$ cat src/rtl/uart_pkg.sv
// Shared constants for the UART transmitter: FSM state codes, register map, CON bit positions.
package uart_pkg;

   localparam logic [2:0] ST_IDLE   = 3'd0;
   localparam logic [2:0] ST_START  = 3'd1;
   localparam logic [2:0] ST_DATA   = 3'd2;
   localparam logic [2:0] ST_PARITY = 3'd3;
   localparam logic [2:0] ST_STOP   = 3'd4;

   localparam logic [31:0] ADDR_TXD = 32'h4000_0018;
   localparam logic [31:0] ADDR_CON = 32'h4000_0020;

   localparam int unsigned CON_IRQ_EN = 0;
   localparam int unsigned CON_FULL   = 1;
   localparam int unsigned CON_DONE   = 2;
   localparam int unsigned CON_OVF    = 3;
   localparam int unsigned CON_BUSY   = 4;

endpackage

$ cat src/rtl/uart_baud_tick.sv
// Bit-period counter: counts 0..DIV-1 and pulses tick on the final count; held at 0 by restart.
module uart_baud_tick #(
   parameter int unsigned DIV = 16
) (
   input  logic sysclk,
   input  logic reset,
   input  logic restart,
   output logic tick
);

   localparam int unsigned CW = (DIV > 1) ? $clog2(DIV) : 1;
   localparam logic [CW-1:0] LAST = CW'(DIV - 1);

   logic [CW-1:0] cnt_q, cnt_d;

   always_comb begin
      if (restart || cnt_q == LAST) begin
         cnt_d = '0;
      end else begin
         cnt_d = cnt_q + 1'b1;
      end
   end

   always_ff @(posedge sysclk or negedge reset) begin
      if (!reset) begin
         cnt_q <= '0;
      end else begin
         cnt_q <= cnt_d;
      end
   end

   assign tick = !restart && (cnt_q == LAST);

endmodule

$ cat src/rtl/uart_tx_periph.sv
// Memory-mapped UART transmitter with TX FIFO and frame-done interrupt.
// Define UART_TX_PARITY_EN to insert an even-parity bit between data and stop.
module uart_tx_periph
   import uart_pkg::*;
#(
   parameter int unsigned CLK_FREQ   = 100_000_000,
   parameter int unsigned BAUD       = 9600,
   parameter int unsigned FIFO_DEPTH = 4
) (
   input  logic        sysclk,
   input  logic        reset,
   input  logic        rd,
   input  logic        wr,
   input  logic [31:0] addr,
   input  logic [31:0] wdata,
   output logic [31:0] rdata,
   output logic        UART_TX,
   output logic        irq
);

   localparam int unsigned DIV = CLK_FREQ / BAUD;
   localparam int unsigned PW  = $clog2(FIFO_DEPTH);

   logic       txd_hit, con_hit, push, push_ok, pop, con_wr, con_rd;
   logic       empty, full, busy, tick, restart;
   logic       done_set, ovf_set;
   logic       irq_en_q, done_q, ovf_q;
   logic [7:0] fifo_mem [FIFO_DEPTH];
   logic [PW-1:0] wptr_q, rptr_q;
   logic [PW:0]   count_q, count_d;
   logic [2:0] state_q, state_d;
   logic [2:0] bit_idx_q, bit_idx_d;
   logic [7:0] shift_q, shift_d;
   logic       tx_q, tx_d;
   logic       unused_wdata;

   assign unused_wdata = ^wdata[31:8];

   assign txd_hit = (addr == ADDR_TXD);
   assign con_hit = (addr == ADDR_CON);
   assign push    = wr & txd_hit;
   assign con_wr  = wr & con_hit;
   assign con_rd  = rd & con_hit;

   assign empty   = (count_q == '0);
   assign full    = (count_q == (PW+1)'(FIFO_DEPTH));
   assign restart = (state_q == ST_IDLE);
   // A pop frees a slot before the push is judged, so push into a full FIFO can still land
   assign pop     = !empty && ((state_q == ST_IDLE) || (state_q == ST_STOP && tick));
   assign push_ok = push && (!full || pop);
   assign ovf_set = push && !push_ok;

   uart_baud_tick #(
      .DIV (DIV)
   ) u_baud (
      .sysclk  (sysclk),
      .reset   (reset),
      .restart (restart),
      .tick    (tick)
   );

   always_comb begin
      unique case ({push_ok, pop})
         2'b10:   count_d = count_q + 1'b1;
         2'b01:   count_d = count_q - 1'b1;
         default: count_d = count_q;
      endcase
   end

   always_comb begin
      state_d   = state_q;
      bit_idx_d = bit_idx_q;
      shift_d   = shift_q;
      tx_d      = tx_q;
      done_set  = 1'b0;
      case (state_q)
         ST_IDLE: begin
            tx_d = 1'b1;
            if (!empty) begin
               state_d = ST_START;
               shift_d = fifo_mem[rptr_q];
               tx_d    = 1'b0;
            end
         end
         ST_START: begin
            if (tick) begin
               state_d   = ST_DATA;
               bit_idx_d = 3'd0;
               tx_d      = shift_q[0];
            end
         end
         ST_DATA: begin
            if (tick) begin
               if (bit_idx_q == 3'd7) begin
`ifdef UART_TX_PARITY_EN
                  state_d = ST_PARITY;
                  tx_d    = ^shift_q;
`else
                  state_d = ST_STOP;
                  tx_d    = 1'b1;
`endif
               end else begin
                  bit_idx_d = bit_idx_q + 3'd1;
                  tx_d      = shift_q[bit_idx_q + 3'd1];
               end
            end
         end
`ifdef UART_TX_PARITY_EN
         ST_PARITY: begin
            if (tick) begin
               state_d = ST_STOP;
               tx_d    = 1'b1;
            end
         end
`endif
         ST_STOP: begin
            if (tick) begin
               done_set = 1'b1;
               // Back-to-back frames: next start bit follows the stop bit with no idle gap
               if (!empty) begin
                  state_d = ST_START;
                  shift_d = fifo_mem[rptr_q];
                  tx_d    = 1'b0;
               end else begin
                  state_d = ST_IDLE;
                  tx_d    = 1'b1;
               end
            end
         end
         default: begin
            state_d = ST_IDLE;
            tx_d    = 1'b1;
         end
      endcase
   end

   always_ff @(posedge sysclk) begin
      if (push_ok) begin
         fifo_mem[wptr_q] <= wdata[7:0];
      end
   end

   always_ff @(posedge sysclk or negedge reset) begin
      if (!reset) begin
         wptr_q    <= '0;
         rptr_q    <= '0;
         count_q   <= '0;
         state_q   <= ST_IDLE;
         bit_idx_q <= 3'd0;
         shift_q   <= 8'd0;
         tx_q      <= 1'b1;
         irq_en_q  <= 1'b0;
         done_q    <= 1'b0;
         ovf_q     <= 1'b0;
      end else begin
         if (push_ok) wptr_q <= wptr_q + 1'b1;
         if (pop)     rptr_q <= rptr_q + 1'b1;
         count_q   <= count_d;
         state_q   <= state_d;
         bit_idx_q <= bit_idx_d;
         shift_q   <= shift_d;
         tx_q      <= tx_d;
         if (con_wr) irq_en_q <= wdata[0];
         done_q    <= done_set | (done_q & !con_rd);
         ovf_q     <= ovf_set | (ovf_q & !con_rd);
      end
   end

   assign busy = (state_q != ST_IDLE) || !empty;

   always_comb begin
      rdata = 32'd0;
      if (con_rd) begin
         rdata[CON_IRQ_EN] = irq_en_q;
         rdata[CON_FULL]   = full;
         rdata[CON_DONE]   = done_q;
         rdata[CON_OVF]    = ovf_q;
         rdata[CON_BUSY]   = busy;
      end
   end

   assign UART_TX = tx_q;
   assign irq     = irq_en_q & done_q;

endmodule
$ cat config.mk
export PLATFORM = sky130hd
export DESIGN_NAME = uart_tx_periph
export DESIGN_NICKNAME = d
export VERILOG_FILES = /design/src/rtl/uart_pkg.sv /design/src/rtl/uart_baud_tick.sv /design/src/rtl/uart_tx_periph.sv
export SDC_FILE = /design/constraint.sdc
export NUM_CORES = 1
export LEC_CHECK = 0
export ABC_AREA = 1
export BUFFER_PORTS_ARGS = -buffer_cell sky130_fd_sc_hd__buf_2
export CAP_MARGIN = 20
export CELL_PAD_IN_SITES_DETAIL_PLACEMENT = 1
export CELL_PAD_IN_SITES_GLOBAL_PLACEMENT = 1
export CORE_MARGIN = 2
export CORE_UTILIZATION = 35
export CTS_CLUSTER_SIZE = 8
export DETAILED_ROUTE_END_ITERATION = 10
export PLACE_DENSITY = 0.81
export SLEW_MARGIN = 20
export SYNTH_ARGS = -nofsm -noshare
export SYNTH_HDL_FRONTEND = slang
export SYNTH_SLANG_ARGS = --single-unit
export TNS_END_PERCENT = 50
$ cat constraint.sdc
create_clock -name sysclk -period 2.3 [get_ports sysclk]
set_clock_uncertainty 0.2 [all_clocks]
set_input_delay 0.46 -clock sysclk [delete_from_list [all_inputs] [get_ports sysclk]]
set_output_delay 0.46 -clock sysclk [all_outputs]
set_load 0.1 [all_outputs]
==> reports/metrics.csv, run 1 <==
metric,value,unit
outcome,finished with violations,
failing checks,negative setup slack,
sequential element share of the synthesized area,52.4,%
CP endpoint kind,flop,
"flops & latches, synth",71,
crit-path max FO,2,
port bufs,50,
worst vdd ir,442,uV
Avg WL per Cell,14.6,um
Max-slew headroom,62.2,%
Post-Syn Instances,427,
largest net degree at the start of global routing,40,
crit path launch type,flop,
clk slew on worst S/H paths,0.09,ns
type of the worst setup path,reg2reg,
top post-synthesis cells by count,"98 x nand2_1, 66 x nor2_1, 41 x inv_1",
DRT Wirelength,9760,um
gr usage total,17.5,%
Area contributors post-synth,"edfxtp_1 26%, dfrtp_1 26%, nand2_1 9.9%",
Die Area,11400,um2
Core Region,10300,um2
root buf cell,clkbuf_8,
Synth cell types,33,
Post-Synthesis Cell Area,3700,um2
fmax,0.422,GHz
"most used cell, CP",nand2_2,
CP max stage delay,0.41,ns
ys async rst share,54.9,%
DR DRC count,0,
DP Area,4360,um2
Fin. Hold Viols,0,
leak pwr,2.15,nW
antenna violations before repair,0,
RSZ-0062 raised after global routing,yes,
WHS,0.103,ns
Top delay family on crit path,adder cells,
post-route ant nets,0,
Synth-to-Final Area Change,28.8,%
1st-iter DRT viols,95,
I/O pin count,102,
critical path cell sequence,ha_4 -> nand3_4 -> nor2_4 -> nand2_2 -> nand2_2 -> nand2_2 -> clkinv_2 -> ha_1 -> inv_2 -> fa_2 -> a21oi_2 -> o21ai_1 -> xor2_1,
Yosys top cell by area,edfxtp_1,
"Period Utilization, post-route",103,%
PnR worst setup slack,-0.0704,ns
Cell Rows,37,
Avg Synthesized Cell Area,8.66,um2
WP data required,2.35,ns
layout cells sized above 1,28.9,%
slowest cell on the critical path,dfrtp_1,
register area,1940,um2
via-per-instance ratio,4.70,
"Setup violations, final",2,
first-pass GRT wire length,15800,um
Inst Count DP,641,
max-cap violation count,0,
Layout Cells excl Fill,668,
filler cell count,1253,
Skew-Pair Late Insertion Delay,0.36,ns
min Tclk post-route,2.37,ns
predominant post-synthesis flop cell,dfrtp_1,
Post-synth EDFFs,32,
CTS Buffer Depth,2,
Initial Util,36.0,%
Nets,604,
die extent in x,107,um
CP arrival,2.42,ns
antenna diode count,0,
routability cong.,0.855,
CTS tree,done,
synth warn,0,
DPL Wire Length,6670,um
Num CTS Buffers,9,
HP Class,in2reg,
share of the synthesized area in the top cell type,26.0,%
"Slew Viols, Final",0,
"count leader, synth",nand2_1,
Worst Path Buf+Inv,2,
DR vias,3138,
Power Dens Cells,543,nW/um2
Overall Power,2.58,mW
worst-margin pin slew,0.567,ns
clk sinks,71,
Multi-input gate area,1590,um2
H-tree lvl count,3,
fin area,4760,um2
Post-Place Worst Slack,-0.155,ns
Initial DRT Pass Iterations,4,
GR Overflow Total,0,
Die H,107,um
vias in the first global route,3456,
==> where the power goes <==
group / switching [mW] / internal, mW
clock network: 0.573 / 0.418
registers: 0.00000000187 / 1.33
logic: 0.230 / 0.0384
total: 0.803 / 1.78
==> flip-flops by register name, summed over array words and instances (netlist names) <==
| signal | count |
|---|---|
| UART_TX | 1 |
| bit_idx_q | 3 |
| count_q | 3 |
| done_q | 1 |
| fifo_mem | 32 |
| irq_en_q | 1 |
| ovf_q | 1 |
| rptr_q | 2 |
| shift_q | 8 |
| state_q | 3 |
| u_baud.cnt_q | 14 |
| wptr_q | 2 |
==> repair_timing <==
| action | in CTS | in global routing |
|---|---|---|
| setup buffers | 6 | 4 |
| hold buffers | 1 | 0 |
| pin swaps | 11 | 12 |
| hold endpoints to repair | 25 | 0 |
| setup endpoints to repair | 7 | 7 |
| resized for setup | 13 | 19 |
| cloned | 0 | 0 |
==> final timing paths <==
kind | start | to | slack, ns | cells after the start
worst max register to register | u_baud.cnt_q[0] | count_q[2] | -0.07 | 13
max in group asynchronous | reset | UART_TX | 1.03 | 3
worst min-delay path | wdata[7] | fifo_mem[0][7] | 0.10 | 1
worst max-delay path | u_baud.cnt_q[0] | count_q[2] | -0.07 | 13
min in group asynchronous | reset | u_baud.cnt_q[6] | 0.49 | 3
worst min register to register | ovf_q | ovf_q | 0.29 | 2
==> cell families (layout without fill, tap and decap cells) <==
kind of cell               after synthesis  count (layout)  share of synthesized area, %
other                                    1              27                         0.101
DFF                                     71              71                          52.4
adders and majority gates                9               9                          3.25
AOI/OAI and AO/OA                       44              44                          6.29
buffers and inverters                   78             157                          11.0
and+or+nand+nor                        219             219                          25.7
xor gates and xnor gates                 5               5                          1.18
==> routing by layer <==
| metal | vias up | wire [um] | track usage [%] |
|---|---|---|---|
| met5 | - | 0 | 0 |
| met2 | 73 | 5520 | 34.6 |
| met3 | 15 | 372 | 3.89 |
| li1 | 1532 | - | - |
| met4 | 0 | 165 | 4.73 |
| met1 | 1518 | 3710 | 18.5 |
==> cells in the final DEF, fill, tap and decap left out, drive strengths merged, types with 4 or more instances in the layout <==
cell | Yosys | final
nand2 | 104 | 104
clkinv | 2 | 4
clkbuf | 0 | 9
o21ai | 25 | 25
inv | 45 | 48
buf | 31 | 93
edfxtp | 32 | 32
nand3 | 25 | 25
ha | 8 | 8
o22ai | 8 | 8
xor2 | 4 | 4
nor3 | 14 | 14
nor2 | 70 | 70
conb | 1 | 27
dfrtp | 38 | 38
a21oi | 10 | 10
==> metrics by stage <==
stage	TNS [ns]	util, %
2_1_floorplan	-0.372	-
3_3_place_gp	-0.126	42.4
3_5_place_dp	-0.364	42.4
4_1_cts	-0.0543	45.3
5_1_grt	-0.452	46.3
6_report	-0.141	46.3
==> area by class of cell <==
type / count / area share [%]
flip-flops and latches: 71 / 40.7
multi-input cells: 304 / 33.4
repair buffers: 94 / 14.5
inverters: 47 / 3.84
well taps: 136 / 3.57
clock buffers: 9 / 2.60
clock inverters: 7 / 1.37
Power figures use the tool's default switching activity.
==> run 2, diff against run 1 <==
Settings changed: CTS_CLUSTER_DIAMETER from default to 80, PLACE_DENSITY 0.81 to default, PLACE_DENSITY_LB_ADDON from default to 0.1.
==> reports/metrics.csv, run 2 (synthesized netlist as in run 1, its figures left out) <==
metric,value,unit,change
leak pwr,2.14,nW,-0.31%
CP startpoint,addr[2],,
routability cong.,0.817,,-4.5%
CP endpoint kind,output port,,
Fin. Hold Viols,0,,unchanged
first-pass GRT wire length,14800,um,-6.4%
DR vias,2998,,-4.5%
PnR worst setup slack,0.00939,ns,+0.0798 ns
worst r2r src,u_baud.cnt_q[1],,
Core Region,10300,um2,unchanged
WHS,0.110,ns,+0.00699 ns
worst-margin pin slew,0.518,ns,-0.0496 ns
largest net degree at the start of global routing,19,,-53%
CP arrival,1.63,ns,-0.79 ns
RSZ-0062 raised after global routing,yes,,
clk slew on worst S/H paths,0.09,ns,about the same
fmax,0.437,GHz,+3.5%
gr usage total,16.6,%,-0.96 points
I/O pin count,102,,unchanged
port bufs,50,,unchanged
DPL Wire Length,6710,um,+0.59%
HP Class,in2reg,,
root buf cell,clkbuf_8,,
vias in the first global route,3231,,-6.5%
CTS tree,done,,
max-cap violation count,0,,unchanged
min Tclk post-route,2.29,ns,-0.0798 ns
hold wc startpoint,wdata[2],,
Die H,107,um,unchanged
CTS Buffer Depth,2,,unchanged
Overall Power,2.55,mW,-1.2%
Skew-Pair Late Insertion Delay,0.35,ns,about the same
Num CTS Buffers,9,,unchanged
GR Overflow Total,0,,unchanged
WP data required,1.64,ns,-0.71 ns
Nets,602,,-0.33%
Largest Register,fifo_mem,,
die extent in x,107,um,unchanged
layout cells sized above 1,27.5,%,-1.4 points
outcome,"finished, final reports clean",,
max reg flops,32,,unchanged
"Period Utilization, post-route",99.6,%,-3.5 points
Final TNS setup,0,ns,+0.141 ns
Avg WL per Cell,13.0,um,-11%
1st-iter DRT viols,62,,-35%
"commonest non-fill, non-tap cell in the layout",nand2_1,,
Power Dens Cells,544,nW/um2,+0.30%
Synth-to-Final Area Change,26.8,%,
Die Area,11400,um2,unchanged
crit path launch type,input port,,
"Slew Viols, Final",0,,unchanged
Initial DRT Pass Iterations,4,,unchanged
Post-Place Worst Slack,-0.213,ns,-0.0574 ns
type of the worst setup path,in2out,,
via-per-instance ratio,4.50,,-4.2%
Cell Rows,37,,unchanged
DR DRC count,0,,unchanged
final core utilization,45.6,%,-0.71 points
antenna diode count,0,,unchanged
post-route ant nets,0,,unchanged
Initial Util,36.0,%,unchanged
Max-slew headroom,65.4,%,+3.3 points
"Setup violations, final",0,,-2
H-tree lvl count,3,,unchanged
most frequent cells in the layout,"96 x nand2_1, 60 x nor2_1, 43 x buf_2",,
antenna violations before repair,0,,unchanged
clk sinks,71,,unchanged
DRT Wirelength,8670,um,-11%
worst vdd ir,300,uV,-32%
biggest regs,"fifo_mem: 32 flops, u_baud.cnt_q: 14 flops, shift_q: 8 flops",,
crit-path max FO,6,,+4
==> run 2: cell types whose count changed in the layout (fill, tap and decap cells not counted), sizes merged <==
cell    previous run  this run
inv               48        49
buf               93        91
clkinv             4         3
==> run 2: critical path: stages <==
cell     delay (ns)
buf_6          0.09
or2_1          0.22
nor3_2         0.15
nand2_1        0.11
nor2_4         0.13
nand2_4        0.12
a21oi_4        0.15
buf_12         0.19
==> run 2: path summary, 6_finish.rpt <==
kind	to	slack (ns)	cells past startpoint
setup / recovery	rdata[4]	0.009	8
hold / removal	fifo_mem[2][2]	0.11	1
setup reg to reg	count_q[2]	0.03	13
hold reg to reg	ovf_q	0.28	2
max in group asynchronous	UART_TX	0.96	3
min in group asynchronous	u_baud.cnt_q[7]	0.36	2
==> run 2: cell type report <==
type | count | area [um2]
tap | 136 | 170
clock buffer | 9 | 124
clock inverter | 7 | 61.3
inverter | 47 | 179
multi-input combinational | 304 | 1560
timing repair buffer | 92 | 656
sequential | 71 | 1940
fill | 1266 | 5590
==> run 2: routing by layer <==
metal  vias to the layer above  part of all wire, %  GRT usage [%]
li1                       1515                    -              -
met1                      1425                   44           19.2
met2                        48                   52           30.2
met3                        10                  2.9           3.28
met4                         0                  1.5           6.03
met5                         -                    0              0
==> run 2: what timing repair did <==
item / CTS / global route
setup buffers: 1 / 1
endpoints found under the setup margin: 7 / 7
resized for setup: 12 / 7
pin swaps: 3 / 3
hold buffers: 1 / 0
hold endpoints to repair: 14 / 0
==> run 2: power by group <==
group          internal [mW]  total (mW)  switching (mW)
Combinational         0.0362       0.265           0.229
Sequential              1.33        1.33   0.00000000159
Clock                  0.412       0.962           0.550
Total                   1.77        2.55           0.779
==> run 2: stage by stage <==
step / instances / area (um2)
floorplan: 453 / 3840
finish: 666 / 4690
CTS: 665 / 4660
detailed placement: 647 / 4400
global route: 666 / 4690
global placement: 647 / 4400
==> run 3, diff against run 2 <==
Settings changed: CAP_MARGIN 20 to default, CELL_PAD_IN_SITES_DETAIL_PLACEMENT 1 to 0, CELL_PAD_IN_SITES_GLOBAL_PLACEMENT 1 to 2, CORE_UTILIZATION 35 to 27.
==> reports/metrics.csv, run 3 (synthesized netlist as in run 1, its figures left out) <==
metric,value,unit,change
"Slew Viols, Final",0,,unchanged
Post-Place Worst Slack,-0.160,ns,+0.0524 ns
fmax,0.438,GHz,+0.39%
"Setup violations, final",0,,unchanged
WP data required,1.64,ns,about the same
WHS,0.132,ns,+0.0221 ns
root buf cell,clkbuf_16,,
crit path launch type,input port,,
biggest regs,"fifo_mem: 32 flops, u_baud.cnt_q: 14 flops, shift_q: 8 flops",,
Core Region,13300,um2,+29%
outcome,"finished, final reports clean",,
DPL Wire Length,6290,um,-6.4%
clk sinks,71,,unchanged
slowest cell on the critical path,or2_1,,
CP endpoint kind,output port,,
critical path cell sequence,buf_6 -> or2_1 -> nor3_2 -> nand2_1 -> nor2_4 -> nand2_4 -> a21oi_4 -> buf_12,,
PnR worst setup slack,0.0183,ns,+0.00887 ns
antenna diode count,0,,unchanged
crit-path max FO,6,,unchanged
max reg flops,32,,unchanged
Skew-Pair Late Insertion Delay,0.34,ns,about the same
DRT Wirelength,8330,um,-3.9%
Die H,121,um,+13%
gr usage total,12.5,%,-4.1 points
CP max stage delay,0.22,ns,about the same
via-per-instance ratio,4.13,,-8.2%
min Tclk post-route,2.28,ns,-0.00887 ns
DR DRC count,0,,unchanged
"commonest non-fill, non-tap cell in the layout",nand2_1,,
Nets,604,,+0.33%
layout cells sized above 1,28.0,%,+0.46 points
1st-iter DRT viols,91,,+47%
clk slew on worst S/H paths,0.06,ns,-0.03 ns
HP Class,in2reg,,
RSZ-0062 raised after global routing,yes,,
CTS tree,done,,
"Period Utilization, post-route",99.2,%,-0.39 points
Initial DRT Pass Iterations,4,,unchanged
largest net degree at the start of global routing,19,,unchanged
Largest Register,fifo_mem,,
Die Area,14700,um2,+28%
routability cong.,0.754,,-7.8%
filler cell count,1427,,+13%
Max-slew headroom,64.5,%,-0.91 points
worst-margin pin slew,0.531,ns,+0.0136 ns
port bufs,50,,unchanged
max-cap violation count,0,,unchanged
Num CTS Buffers,9,,unchanged
die extent in x,121,um,+13%
CP arrival,1.62,ns,about the same
type of the worst setup path,in2out,,
GR Overflow Total,0,,unchanged
CTS Buffer Depth,2,,unchanged
vias in the first global route,2946,,-8.8%
first-pass GRT wire length,13900,um,-5.8%
antenna violations before repair,0,,unchanged
post-route ant nets,0,,unchanged
Cell Rows,42,,+14%
most frequent cells in the layout,"97 x nand2_1, 59 x nor2_1, 43 x buf_2, 43 x buf_4, 40 x inv_1",,
DR vias,2925,,-2.4%
Fin. Hold Viols,0,,unchanged
I/O pin count,102,,unchanged
Initial Util,27.8,%,-8.2 points
worst vdd ir,729,uV,+140%
Power Dens Cells,631,nW/um2,+16%
leak pwr,2.21,nW,+3.2%
H-tree lvl count,3,,unchanged
Synth-to-Final Area Change,32.7,%,
Avg WL per Cell,11.8,um,-9.6%
==> run 3: layout make-up <==
| cell class | instances | area [um2] | area share, % |
|---|---|---|---|
| Sequential cell | 71 | 1940 | 39.5 |
| Multi-Input combinational cell | 304 | 1580 | 32.2 |
| Timing Repair Buffer | 94 | 671 | 13.7 |
| Clock buffer | 10 | 229 | 4.66 |
| Tap cell | 176 | 220 | 4.49 |
| Inverter | 47 | 179 | 3.65 |
| Clock inverter | 6 | 92.6 | 1.89 |
==> run 3: repair_timing <==
item | CTS | global route
pin swaps | 4 | 5
endpoints found under the hold margin | 16 | 0
endpoints found under the setup margin | 7 | 7
gates resized for setup | 10 | 12
hold buffers | 1 | 0
buffers inserted | 0 | 3
==> run 3: metrics by stage <==
step	TNS [ns]	std cells	utilization, %	area [um2]	total power, mW
final	0	708	36.9	4910	3.10
after global routing	-0.297	708	36.9	4910	3.22
after CTS	-0.0223	705	36.3	4830	3.15
after detailed placement	-0.291	688	33.6	4460	1.61
after global placement	-0.274	688	33.6	4460	1.61
after floorplan	-0.372	453	-	3840	1.59
==> run 3: path summary, 6_finish.rpt <==
path                            startpoint               to  slack, ns  depth (start not counted)
min                               wdata[7]   fifo_mem[2][7]       0.13                          1
max                                addr[2]         rdata[4]       0.02                          8
min reg2reg                          ovf_q            ovf_q       0.28                          2
max reg2reg                u_baud.cnt_q[0]       count_q[2]       0.03                         13
min in group asynchronous            reset  u_baud.cnt_q[5]       0.41                          2
max in group asynchronous            reset          UART_TX       0.88                          3
==> run 3: report_power, final <==
group	internal [mW]	total, mW	switching [mW]
clock network	0.957	1.51	0.549
logic	0.0370	0.264	0.227
registers	1.33	1.33	0.00000000159
==> run 3: worst max-delay path: cells and delay by family <==
| kind | cells | cell delay (ns) |
|---|---|---|
| AND/OR/NAND/NOR | 5 | 0.71 |
| AO/OA/AOI/OAI | 1 | 0.16 |
| buffers and inverters | 2 | 0.28 |
==> run 3: routing by layer <==
layer	wire length (um)	track usage [%]	vias up	part of all wire (%)
met5	0	0	-	0
met4	134	4.58	0	1.6
met3	287	3.43	8	3.4
met2	4310	21.6	42	52
met1	3600	14.7	1344	43
li1	-	-	1531	-
